File: config.mk
export PLATFORM = sky130hd
export DESIGN_NAME = fifo_stream_drain
export DESIGN_NICKNAME = d
export VERILOG_FILES = /design/src/rtl/fifo_stream_drain.sv
export SDC_FILE = /design/constraint.sdc
export NUM_CORES = 1
export LEC_CHECK = 0
export CORE_MARGIN = 1
export CORE_UTILIZATION = 30
export CTS_CLUSTER_SIZE = 14
export DETAILED_ROUTE_END_ITERATION = 10
export PLACE_DENSITY = 0.57
export SYNTH_ARGS = -nofsm -noshare
export SYNTH_HDL_FRONTEND = slang
export SYNTH_SLANG_ARGS = --single-unit
File: constraint.sdc
create_clock -name clk -period 1.77 [get_ports clk]
set_input_delay 0.177 -clock clk [delete_from_list [all_inputs] [get_ports clk]]
set_output_delay 0.177 -clock clk [all_outputs]
set_load 0.02 [all_outputs]
File: src/rtl/fifo_stream_drain.sv
// rtl/fifo_stream_drain.sv - drains a registered-read FIFO into a packetised valid/ready stream
module fifo_stream_drain #(
   parameter int WIDTH   = 8,
   parameter int PKT_LEN = 4
) (
   input  logic             clk,
   input  logic             reset,
   input  logic             fifo_empty,
   input  logic [WIDTH-1:0] fifo_data,
   output logic             fifo_rd_en,
   output logic             m_valid,
   input  logic             m_ready,
   output logic [WIDTH-1:0] m_data,
   output logic             m_last,
   output logic [15:0]      pkt_count
);

   localparam int            BW        = (PKT_LEN > 1) ? $clog2(PKT_LEN) : 1;
   localparam logic [BW-1:0] LAST_BEAT = BW'(PKT_LEN - 1);

   logic [WIDTH-1:0] mem [0:2];
   logic [1:0]       head;
   logic [1:0]       tail;
   logic [1:0]       occ;
   logic             in_flight;
   logic [BW-1:0]    beat;
   logic             push;
   logic             pop;

   function automatic logic [1:0] ptr_next(input logic [1:0] p);
      return (p == 2'd2) ? 2'd0 : p + 2'd1;
   endfunction

   // Reads are issued only when a slot is guaranteed for the returning word,
   // so the read request never looks at m_ready.
   always_comb begin
      fifo_rd_en = !reset && !fifo_empty && (({1'b0, occ} + {2'b00, in_flight}) < 3'd3);
      m_valid    = !reset && (occ != 2'd0);
      m_data     = reset ? '0 : mem[head];
      m_last     = m_valid && (beat == LAST_BEAT);
      push       = in_flight;
      pop        = m_valid && m_ready;
   end

   always_ff @(posedge clk) begin
      if (reset) begin
         for (int i = 0; i < 3; i++) begin
            mem[i] <= '0;
         end
         head      <= 2'd0;
         tail      <= 2'd0;
         occ       <= 2'd0;
         in_flight <= 1'b0;
         beat      <= '0;
         pkt_count <= 16'd0;
      end else begin
         in_flight <= fifo_rd_en;
         if (push) begin
            mem[tail] <= fifo_data;
            tail      <= ptr_next(tail);
         end
         if (pop) begin
            head <= ptr_next(head);
            beat <= (beat == LAST_BEAT) ? '0 : beat + 1'b1;
            if (m_last) begin
               pkt_count <= pkt_count + 16'd1;
            end
         end
         unique case ({push, pop})
            2'b10:   occ <= occ + 2'd1;
            2'b01:   occ <= occ - 2'd1;
            default: occ <= occ;
         endcase
      end
   end

endmodule

Word level (Yosys, flattened, before mapping)
Memories as Yosys holds them, arrays and structs flattened. A register that Yosys moved wholly into a read port is not among the register bits.
Index checks and enable logic that the tools add are counted.

word-level totals
  memories kept = 1
  memory bits (writable) = 24
  flip-flop bits (word level) = 25
  bits in latches = 0
  output and inout bits = 27
  input bits = 12
  word-level logic and storage cells = 46
  ROM bits = 0

cells by class
  equal/unequal tests = 5
  reduce and logical (&&, ||, !) cells = 11
  div/mod/pow operators = 0
  bitwise operators = 0
  add/sub/neg operators = 7
  shift operators = 0
  multiplexer cells = 15
  order comparisons = 1
  multipliers = 0

memory list
  name  words  width  rd ports  clocked after Yosys merged registers in  wr ports  line  text
  mem   3      8      1         1                                        3         21    logic [WIDTH-1:0] mem [0:2];

operators by type and width
  kind                                                        count
  adder 16 x 1 -> 16 bit, second input constant               1
  2-to-1 mux 8 bit                                            2
  2-to-1 mux 2 bit                                            6
  adder 2 x 1 -> 2 bit, second input constant                 4
  equality test 2 bit, second input constant                  4
  OR reduction 8 bit                                          1
  2-to-1 mux 1 bit                                            6
  logical AND 1 bit                                           5
  case mux 2 bit (2 select lines)                             1
  nonzero test 2 bit                                          2
  adder 2 x 1 -> 3 bit                                        1
  less-than comparator 3 x 2 -> 1 bit, second input constant  1
  equality test 2 x 1 -> 1 bit, second input constant         1
  zero test 1 bit                                             2
  AND reduction 2 bit                                         1
  subtractor 2 x 1 -> 2 bit, second input constant            1

Longest topological paths before layout
Gate-level depths: netlist of the first run.

  depth in word-level cells = 5
  mapped depth = 8
  gate-level depth less buffers = 7

Least setup slack after synthesis of the first run
OpenSTA, ideal clock, no wires.

  path type = register to output
  from = register occ[0]
  to = output fifo_rd_en
  path buffers = 0
  data required time = 1.593 ns
  setup slack = -0.398 ns
  stages on the path, launching flop included = 4
  arrival time = 1.991 ns
  cell sequence = dfxtp_1 ha_1 ha_1 a2111oi_0

on the way
  cells in the longest elaborated chain, start to end = 3

RTL lines
  item                                 line  text
  start, declared                      24    logic [1:0] occ;
  start signal, assigned               70    2'b10: occ <= occ + 2'd1;
  start signal, assigned               71    2'b01: occ <= occ - 2'd1;
  adder 2 x 1 -> 3 bit                 37    fifo_rd_en = !reset && !fifo_empty && (({1'b0, occ} + {2'b00, in_flight}) < 3'd3);
  less-than comparator 3 x 2 -> 1 bit  37
  logical AND 1 bit                    37
  end, declared                        10    output logic fifo_rd_en,

Every way passes these cells.

==> results of run 1 <==
## final cells by class
cell class | instances | share of cell area [%]
Sequential cell | 59 | 42.4
Multi-Input combinational cell | 144 | 30.8
Timing Repair Buffer | 70 | 17.1
Tap cell | 105 | 3.68
Clock buffer | 9 | 3.47
Clock inverter | 7 | 2.14
Inverter | 4 | 0.420
## registers in the layout (all words and copies together), names as in the netlist, named ones only
register / cells
tail: 2
head: 2
beat: 2
in_flight: 1
pkt_count: 16
occ: 2
mem: 32
## layer usage
layer	GRT usage, %	vias to the layer above	share of wire (%)
met5	0	-	0
met3	5.10	11	5.2
met2	21.5	42	47
met4	5.81	0	2.1
li1	-	932	-
met1	16.1	878	45
## repair_timing
action / CTS / global route
hold buffers: 0 / 0
gates cloned: 0 / 0
setup endpoints to repair: 13 / 14
setup buffers: 0 / 3
resized for setup: 42 / 14
pin swaps: 2 / 6
## layout by cell type (no fill, tap or decap), drive strengths merged, types with 2 or more instances in the layout
master         instances
a2111oi                2
a21oi                 10
a22o                   3
and2                  26
buf                   41
clkbuf                10
clkdlybuf4s50         27
clkinv                 2
clkinvlp               2
dfxtp                 27
edfxtp                32
ha                     5
inv                    6
mux4                   8
nand2                  7
nand3                  6
nand4                  4
nor2                  17
nor2b                  9
nor3                   3
nor4                   4
nor4b                  2
o21ai                  8
or2                    3
or3                    8
xnor2                  8
xor2                   3
## power by group
group | leakage, nW | internal [mW] | switching [mW]
clock network | 0.0962 | 0.658 | 0.589
registers | 0.544 | 1.49 | 0.0253
logic | 0.648 | 0.187 | 0.164
## worst min-delay path by stage
stage | startpoint | to | slack [ns] | cells after the start
after floorplan | fifo_empty | in_flight$_SDFF_PP0_ | 0.27 | 1
after global placement | beat[1]$_SDFFE_PP0N_ | beat[1]$_SDFFE_PP0N_ | 0.47 | 2
after detailed placement | beat[1]$_SDFFE_PP0N_ | beat[1]$_SDFFE_PP0N_ | 0.48 | 2
after CTS | fifo_empty | in_flight$_SDFF_PP0_ | 0.44 | 2
after global routing | fifo_data[0] | mem[3][0]$_DFFE_PP_ | 0.46 | 1
final | fifo_data[0] | mem[3][0]$_DFFE_PP_ | 0.46 | 1
## worst max-delay path, stage by stage, from the launching register on
cell	delay (ns)
dfxtp_2	0.34
buf_12	0.14
mux4_2	0.51
nor2b_1	0.14
buf_2	0.15
## stage by stage
stage	total power [mW]	setup TNS, ns	setup slack [ns]	util, %
after floorplan	1.74	-0.0289	-0.0289	-
after global placement	1.89	-3.71	-0.262	40.2
after detailed placement	1.90	-4.72	-0.282	40.2
after CTS	3.14	-0.395	-0.101	42.1
after global routing	3.26	-0.615	-0.0816	43.0
final	3.12	-0.0283	-0.0234	43.0
## cell usage after synthesis (all sizes together)
cell	number	area [um^2]
nand3	6	30.0
nand4b	1	8.76
inv	4	15.0
and3	1	6.26
mux4	8	180
a21oi	10	50.1
or2	3	18.8
nor4b	2	17.5
nand2b	1	6.26
nor2	17	63.8
nor3	3	15.0
or4	1	7.51
nand2	7	26.3
o21bai	1	18.8
and4	1	8.76
ha	5	62.6
o21ai	8	40.0
xor2	3	26.3
clkbuf	7	27.5
and3b	1	8.76
dfxtp	27	541
nor2b	9	56.3
xnor2	8	70.1
and2	26	163
nand4	4	25.0
a2111oi	2	17.5
nor4	4	25.0
o211ai	1	7.51
a22o	3	26.3
buf	3	27.5
or3	8	50.1
edfxtp	32	961
## cell families after synthesis
group / after synthesis / synth area share (%)
flip-flops: 59 / 57.6
XOR/XNOR: 11 / 3.70
buffers and inverters: 14 / 2.69
multiplexers: 8 / 6.91
adder cells (fa/ha/maj): 5 / 2.40
AO/OA/AOI/OAI: 25 / 6.14
AND/OR/NAND/NOR: 95 / 20.6
==> summary.md, run 1 <==
| Metric | Value |
|---|---|
| Placer Congestion | `between 0.7 and 0.8` |
| Final setup viols | `3` |
| Num rows | `33` |
| Leakage | `1.29 nW` |
| Vias | `1863` |
| Fin crit share | `101%` |
| DP Area | `3330 um^2` |
| Final Non-Filler Cells | `approximately 400` |
| Final wirelength | `around 5600 um` |
| HPWL after DPL | `between 3000 and 4000 um` |
| End point of the critical path | `m_data[3]` |
| Initial antenna violation count | `0` |
| Count of cell types in the netlist | `34` |
| Number of DRC markers in iteration 0 | `45` |
| Required @ worst endpoint | `about 1.6 ns` |
| Tot GR Track Use | `13.5%` |
| Max-slew violations | `0` |
| Crit Reg-Reg Startpoint | `occ[1]$_SDFFE_PP0P_` |
| Syn. warnings | `0` |
| Fin nets | `305` |
| Critical path class | `reg2out` |
| Register area | `~1500 um^2` |
| Slew HR | `roughly 73%` |
| Max-Cap Viols | `0` |
| Die area | `a little over 9000 um^2` |
| Syn Nets | `about 230` |
| Fmax | `558 MHz` |
| Largest net degree at the start of global routing | `17` |
| Syn Area/Cell | `around 12 um^2` |
| Crit path max fanout | `8` |
| # IOs | `39` |
| Crit path launch type | `register` |
| Residual DRC | `0` |
| Seq cells post-synth | `59` |
| Post-Layout Inst Area | `around 3600 um^2` |
| DP Cell Count | `around 380` |
| Clock skew | `approximately 0.0097 ns` |
| Vias per cell | `4.68` |
| ANT cells | `0` |
| Hold Crit Class | `in2reg` |
| Register area share after synthesis | `57.6%` |
| First-pass iteration count of the detailed router | `4` |
| Fin worst setup slack | `-0.0234 ns` |
| Fill cells | `slightly below 800` |
| Worst reg2reg path depth | `7` |
| CTS max path bufs | `2` |
| Synthesized cell area | `approximately 2600 um^2` |
| VDD IR max | `between 0.5 and 0.6 mV` |
| Synth Instances | `approximately 220` |
| CTS sink cnt | `between 50 and 60` |
| Reg-to-reg endpoint | `occ[1]$_SDFFE_PP0P_` |
| Worst Path Arrival | `1.62 ns` |
| # port buffers | `38` |
| CORE AREA | `8300 um^2` |
| Post-DRT Antenna Nets | `0` |
| Slew at the pin closest to its max-slew limit | `0.401 ns` |
| Layout cells sized above 1 | `a little under a third` |
| Power Dens Cells | `872 nW/um^2` |
| Die height | `roughly 95 um` |
| H-tree depth | `3` |
| First-pass GRT wire length | `8900 um` |
| Area Overhead vs Synth | `36.9%` |
| Drt wl/cell | `14.0 um` |
| Violated checks | `negative setup slack` |
| Multi-input gate area | `1100 um^2` |
| CP Capture Type | `output port` |
| Clock Pin Slew Worst Setup and Hold Paths | `0.08 ns` |
| GR Overflow Total | `0` |
| Cts bufs inserted | `9` |
| Worst-Skew Late Latency | `roughly 0.34 ns` |
| Hold Worst Slack | `approximately 0.46 ns` |
| Die X-Extent | `~95 um` |
| Initial Utilization | `31.4%` |
| R2R Setup Slk | `0.02 ns` |
| RSZ-0062 raised after global routing | `yes` |
| Outcome | `finished with violations` |
| CTS tree | `yes` |
| Vias in the first global route | `~1800` |
| Fin. Hold Viols | `0` |
| CTS Root Cell | `clkbuf_8` |
| Period minus WS final | `about 1.8 ns` |
No activity file was read; power rests on OpenSTA's default activity.
==> run 2, diff against run 1 <==
Settings changed: CORE_UTILIZATION 30 to 48, PLACE_DENSITY 0.57 to 0.81.
==> summary.md, run 2 (synthesis results as in run 1) <==
| Metric | Value |
|---|---|
| CTS Root Cell | `clkbuf_8` |
| Num rows | `26` |
| Required @ worst endpoint | `1.59 ns` |
| Worst Path Arrival | `around 1.6 ns` |
| CP peak stage delay | `between 0.4 and 0.5 ns` |
| CTS max path bufs | `2` |
| Hold path cells | `2` |
| Fin nets | `a little over 300` |
| Leakage | `between 1 and 1.5 nW` |
| Worst path slowest cell | `mux4_2` |
| Fin crit share | `100%` |
| Clock skew | `slightly below 0.008 ns` |
| HP Start | `fifo_empty` |
| Slew HR | `between 70% and 80%` |
| Die X-Extent | `around 76 um` |
| CTS tree | `yes` |
| Die height | `~76 um` |
| CP Cell Sequence | `buf_12, mux4_2, nor2b_1, buf_2` |
| Slew at the pin closest to its max-slew limit | `0.368 ns` |
| HPWL after DPL | `3670 um` |
| # IOs | `39` |
| Crit path max fanout | `8` |
| Violated checks | `negative setup slack` |
| Final wirelength | `about 5400 um` |
| Power Dens Cells | `a little over 800 nW/um^2` |
| GR Overflow Total | `0` |
| Initial antenna violation count | `0` |
| Die area | `approximately 5700 um^2` |
| Initial Utilization | `around half` |
| Setup TNS | `-0.0185 ns` |
| R2R Setup Slk | `approximately 0.060 ns` |
| Top reg by flops | `mem` |
| Clock power frac | `between 30% and 40%` |
| Switching Share | `24.3%` |
| Max-slew violations | `0` |
| Top flop regs | `mem: 32 flops, pkt_count: 16 flops` |
| Largest register FFs | `32` |
| VDD IR max | `~0.64 mV` |
| Layout cells sized above 1 | `about a third` |
| Vias | `roughly 1900` |
| Largest net degree at the start of global routing | `17` |
| Commonest cells after routing, fill and taps aside | `edfxtp_1 (32), buf_4 (31), clkdlybuf4s50_1 (27), and2_1 (26)` |
| Endpoint, Worst Hold | `in_flight$_SDFF_PP0_` |
| Placer Congestion | `between 0.7 and 0.8` |
| Tot GR Track Use | `a little over a fifth` |
| Post-DRT Antenna Nets | `0` |
| ANT cells | `0` |
| Hold Crit Class | `in2reg` |
| CORE AREA | `5170 um^2` |
| H-tree depth | `3` |
| Period minus WS final | `~1.8 ns` |
| First-pass iteration count of the detailed router | `4` |
| Final setup viols | `4` |
| Fin. Hold Viols | `0` |
| Vias in the first global route | `between 1500 and 2000` |
| Post-Layout Inst Area | `~3500 um^2` |
| Psw | `0.705 mW` |
| Number of DRC markers in iteration 0 | `78` |
| Vias per cell | `5.20` |
| Drt wl/cell | `roughly 15 um` |
| Residual DRC | `0` |
| Worst reg2reg path depth | `7` |
| # port buffers | `38` |
| Cts bufs inserted | `9` |
| RSZ-0062 raised after global routing | `yes` |
| CTS sink cnt | `59` |
| Post-Route Utilization | `68.6%` |
| Reg-to-reg endpoint | `occ[1]$_SDFFE_PP0P_` |
| Most common cell after layout, fill and taps aside | `edfxtp_1` |
| Max-Cap Viols | `0` |
| First-pass GRT wire length | `~8500 um` |
| CP Capture Type | `output port` |
| Comb power frac | `about an eighth` |
| DP Area | `~3300 um^2` |
| Critical path class | `reg2out` |
| Reg power frac | `52.4%` |
| Crit Reg-Reg Startpoint | `occ[1]$_SDFFE_PP0P_` |
| Clock Pin Slew Worst Setup and Hold Paths | `around 0.07 ns` |
| Worst-Skew Late Latency | `approximately 0.33 ns` |
| Area Overhead vs Synth | `36.1%` |
| Outcome | `finished with violations` |
| Internal Power | `between 2 and 2.5 mW` |
| Fin worst setup slack | `-0.00825 ns` |
| Fmax | `562 MHz` |
| Crit path launch type | `register` |
-- run 2: changes by cell type in the layout (fill, tap and decap cells not counted), sizes merged --
cell         before  now
clkinv            2    4
inv               6    4
bufinv            1    0
dlygate4sd2       1    2
-- run 2: timing repair --
item / CTS / global route
setup buffers: 0 / 1
pin swaps: 1 / 4
hold buffers: 0 / 0
endpoints found under the setup margin: 13 / 17
endpoints found under the hold margin: 0 / 0
gates resized for setup: 42 / 37
-- run 2: power groups by stage --
stage,registers [mW],clock network (mW),logic [mW]
finish,1.52,1.00,0.379
global route,1.52,1.08,0.415
CTS,1.52,1.02,0.334
detailed placement,1.54,0,0.349
global placement,1.54,0,0.339
floorplan,1.54,0,0.194
-- run 2: critical path: cells and delay by family (launching register included) --
kind / cells / cell delay [ns]
buffers and inverters: 2 / 0.30
multiplexers: 1 / 0.49
AND/OR/NAND/NOR: 1 / 0.14
flip-flops: 1 / 0.35
-- run 2: layer usage --
metal / GRT usage (%) / wire [um] / vias to the layer above / share of wire (%)
li1: - / - / 931 / -
met1: 24.9 / 2310 / 909 / 43
met2: 37.1 / 2860 / 40 / 53
met3: 4.37 / 165 / 8 / 3.0
met4: 9.88 / 82 / 0 / 1.5
met5: 0 / 0 / - / 0
-- run 2: worst max-delay path by stage --
| stage | from | end | slack [ns] |
|---|---|---|---|
| floorplan | beat[0]$_SDFFE_PP0N_ | pkt_count[11]$_SDFFE_PP0P_ | -0.03 |
| global placement | reset | pkt_count[11]$_SDFFE_PP0P_ | -0.23 |
| detailed placement | reset | pkt_count[11]$_SDFFE_PP0P_ | -0.27 |
| CTS | register | m_data[2] | -0.06 |
| global route | register | m_data[0] | -0.07 |
| finish | register | m_data[5] | -0.008 |
-- run 2: area by class of cell --
| type | instances | area (um^2) |
|---|---|---|
| clock buffer | 10 | 128 |
| clock inverter | 6 | 32.5 |
| fill | 386 | 1620 |
| inverter | 4 | 15.0 |
| multi-input combinational | 144 | 1140 |
| sequential | 59 | 1520 |
| tap | 70 | 87.6 |
| timing repair buffer | 70 | 629 |
-- run 2: through the flow --
stage               total power [mW]  setup slack [ns]  hold slack, ns  instances
floorplan                       1.74           -0.0289           0.267        217
global placement                1.88            -0.229           0.468        346
detailed placement              1.89            -0.273           0.478        346
CTS                             2.87           -0.0586           0.450        362
global route                    3.02           -0.0695           0.453        363
finish                          2.90          -0.00825           0.462        363
==> run 3, diff against run 2 <==
Settings changed: RECOVER_POWER set to 25.
==> summary.md, run 3 (synthesis results as in run 1) <==
| Metric | Value |
|---|---|
| Met3 usage | `under 10%` |
| Crit path launch type | `register` |
| Worst reg2reg path depth | `7` |
| # port buffers | `38` |
| Final setup viols | `4` |
| GR peak layer | `met2` |
| Placer Congestion | `between 0.7 and 0.8` |
| Tot GR Track Use | `between 20% and 30%` |
| H-tree depth | `3` |
| Top flop regs | `mem: 32 flops, pkt_count: 16 flops` |
| Largest register FFs | `32` |
| Final Non-Filler Cells | `roughly 360` |
| Critical path class | `reg2out` |
| Worst-Skew Late Latency | `between 0.3 and 0.4 ns` |
| Slew at the pin closest to its max-slew limit | `0.368 ns` |
| Num rows | `26` |
| CP Capture Type | `output port` |
| Crit path max fanout | `8` |
| Top reg by flops | `mem` |
| Fin. Hold Viols | `0` |
| Post-DRT Antenna Nets | `0` |
| Largest net degree at the start of global routing | `17` |
| Crit Reg-Reg Startpoint | `occ[1]$_SDFFE_PP0P_` |
| Period minus WS final | `approximately 1.8 ns` |
| Number of DRC markers in iteration 0 | `78` |
| HPWL after DPL | `3670 um` |
| Worst path slowest cell | `mux4_2` |
| Die X-Extent | `around 76 um` |
| HP Start | `fifo_empty` |
| Clock skew | `roughly 0.0080 ns` |
| VDD IR max | `approximately 0.64 mV` |
| Vias per cell | `between 5 and 6` |
| Vias in the first global route | `~1800` |
| # IOs | `39` |
| Leakage | `1.30 nW` |
| CTS Root Cell | `clkbuf_8` |
| Worst Path Arrival | `between 1.5 and 2 ns` |
| First-pass iteration count of the detailed router | `4` |
| Met1 Track Usage GR | `24.9%` |
| Violated checks | `negative setup slack` |
| Clock Pin Slew Worst Setup and Hold Paths | `approximately 0.07 ns` |
| Setup TNS | `-0.0179 ns` |
| Endpoint, Worst Hold | `in_flight$_SDFF_PP0_` |
| Max-Cap Viols | `0` |
| R2R Setup Slk | `0.06 ns` |
| CORE AREA | `just over 5000 um^2` |
| GR Overflow Total | `0` |
| ANT cells | `0` |
| CP Cell Sequence | `buf_12, mux4_2, nor2b_1, buf_2` |
| CTS max path bufs | `2` |
| First-pass GRT wire length | `about 8500 um` |
| Fin crit share | `100%` |
| Drt wl/cell | `14.9 um` |
| Most common cell after layout, fill and taps aside | `edfxtp_1` |
| Vias | `about 1900` |
| Hold path cells | `2` |
| Post-cts hold buffer count | `0` |
| DP Cell Count | `346` |
| Die height | `75.7 um` |
| Required @ worst endpoint | `about 1.6 ns` |
| Outcome | `finished with violations` |
| Final wirelength | `between 5000 and 6000 um` |
| Commonest cells after routing, fill and taps aside | `edfxtp_1 (32), buf_4 (31), and2_1 (26), clkdlybuf4s50_1 (19), dfxtp_1 (18)` |
| Layout cells sized above 1 | `a little under a third` |
| Slew HR | `approximately three quarters` |
| Reg-to-reg endpoint | `occ[1]$_SDFFE_PP0P_` |
| CTS tree | `yes` |
| Cts bufs inserted | `9` |
| Met2 global-route usage | `between 30% and 40%` |
| Area Overhead vs Synth | `36.0%` |
| Fill cells | `~390` |
| Fin worst setup slack | `-0.00844 ns` |
| Die area | `about 5700 um^2` |
| RSZ-0062 raised after global routing | `yes` |
| CP peak stage delay | `~0.5 ns` |
| Fin nets | `between 300 and 400` |
| Max-slew violations | `0` |
| Residual DRC | `0` |
| Initial Utilization | `about half` |
| CTS sink cnt | `59` |
| Initial antenna violation count | `0` |
| Power Dens Cells | `approximately 820 nW/um^2` |
| Fmax | `~560 MHz` |
| Hold Crit Class | `in2reg` |
run 3: final cells by class:
| class | count | area [um^2] | area share, % |
|---|---|---|---|
| flip-flops and latches | 59 | 1520 | 42.7 |
| multi-input cells | 144 | 1140 | 32.1 |
| repair buffers | 70 | 629 | 17.7 |
| clock buffers | 10 | 128 | 3.60 |
| well taps | 70 | 87.6 | 2.47 |
| clock inverters | 6 | 32.5 | 0.917 |
| inverters | 4 | 15.0 | 0.423 |
run 3: worst max-delay path: cells and delay by family (launching register included):
family                 cells  cell delay (ns)
muxes                      1             0.49
buffers and inverters      2             0.30
DFF                        1             0.35
and+or+nand+nor            1             0.14
run 3: what timing repair did:
item / in CTS / in global routing
endpoints found under the hold margin: 0 / 0
pin swaps: 1 / 4
gates cloned: 0 / 0
resized for setup: 42 / 37
endpoints found under the setup margin: 13 / 17
setup buffers: 0 / 1
run 3: metrics by stage:
step	setup slack [ns]	hold WS [ns]	util, %	cell area [um^2]	power, mW
2_1_floorplan	-0.0289	0.267	-	2630	1.74
3_3_place_gp	-0.229	0.468	63.4	3280	1.88
3_5_place_dp	-0.273	0.478	63.4	3280	1.89
4_1_cts	-0.0586	0.450	65.9	3410	2.87
5_1_grt	-0.0695	0.461	68.6	3550	3.01
6_report	-0.00844	0.469	68.6	3550	2.90
run 3: worst max-delay path by stage:
stage	from	to	slack, ns	cells after the start
after floorplan	beat[0]$_SDFFE_PP0N_	pkt_count[11]$_SDFFE_PP0P_	-0.03	7
after global placement	reset	pkt_count[11]$_SDFFE_PP0P_	-0.23	5
after detailed placement	reset	pkt_count[11]$_SDFFE_PP0P_	-0.27	5
after CTS	register	m_data[2]	-0.06	4
after global routing	register	m_data[0]	-0.07	4
final	register	m_data[5]	-0.008	4
run 3: per-layer routing:
| metal | part of all wire [%] | vias up |
|---|---|---|
| met5 | 0 | - |
| met4 | 1.9 | 0 |
| met3 | 3.1 | 14 |
| met2 | 52 | 50 |
| met1 | 43 | 903 |
| li1 | - | 930 |
run 3: where the power goes:
group / internal, mW / switching, mW
clock: 0.492 / 0.509
sequential: 1.49 / 0.0252
combinational: 0.204 / 0.171
total: 2.19 / 0.705
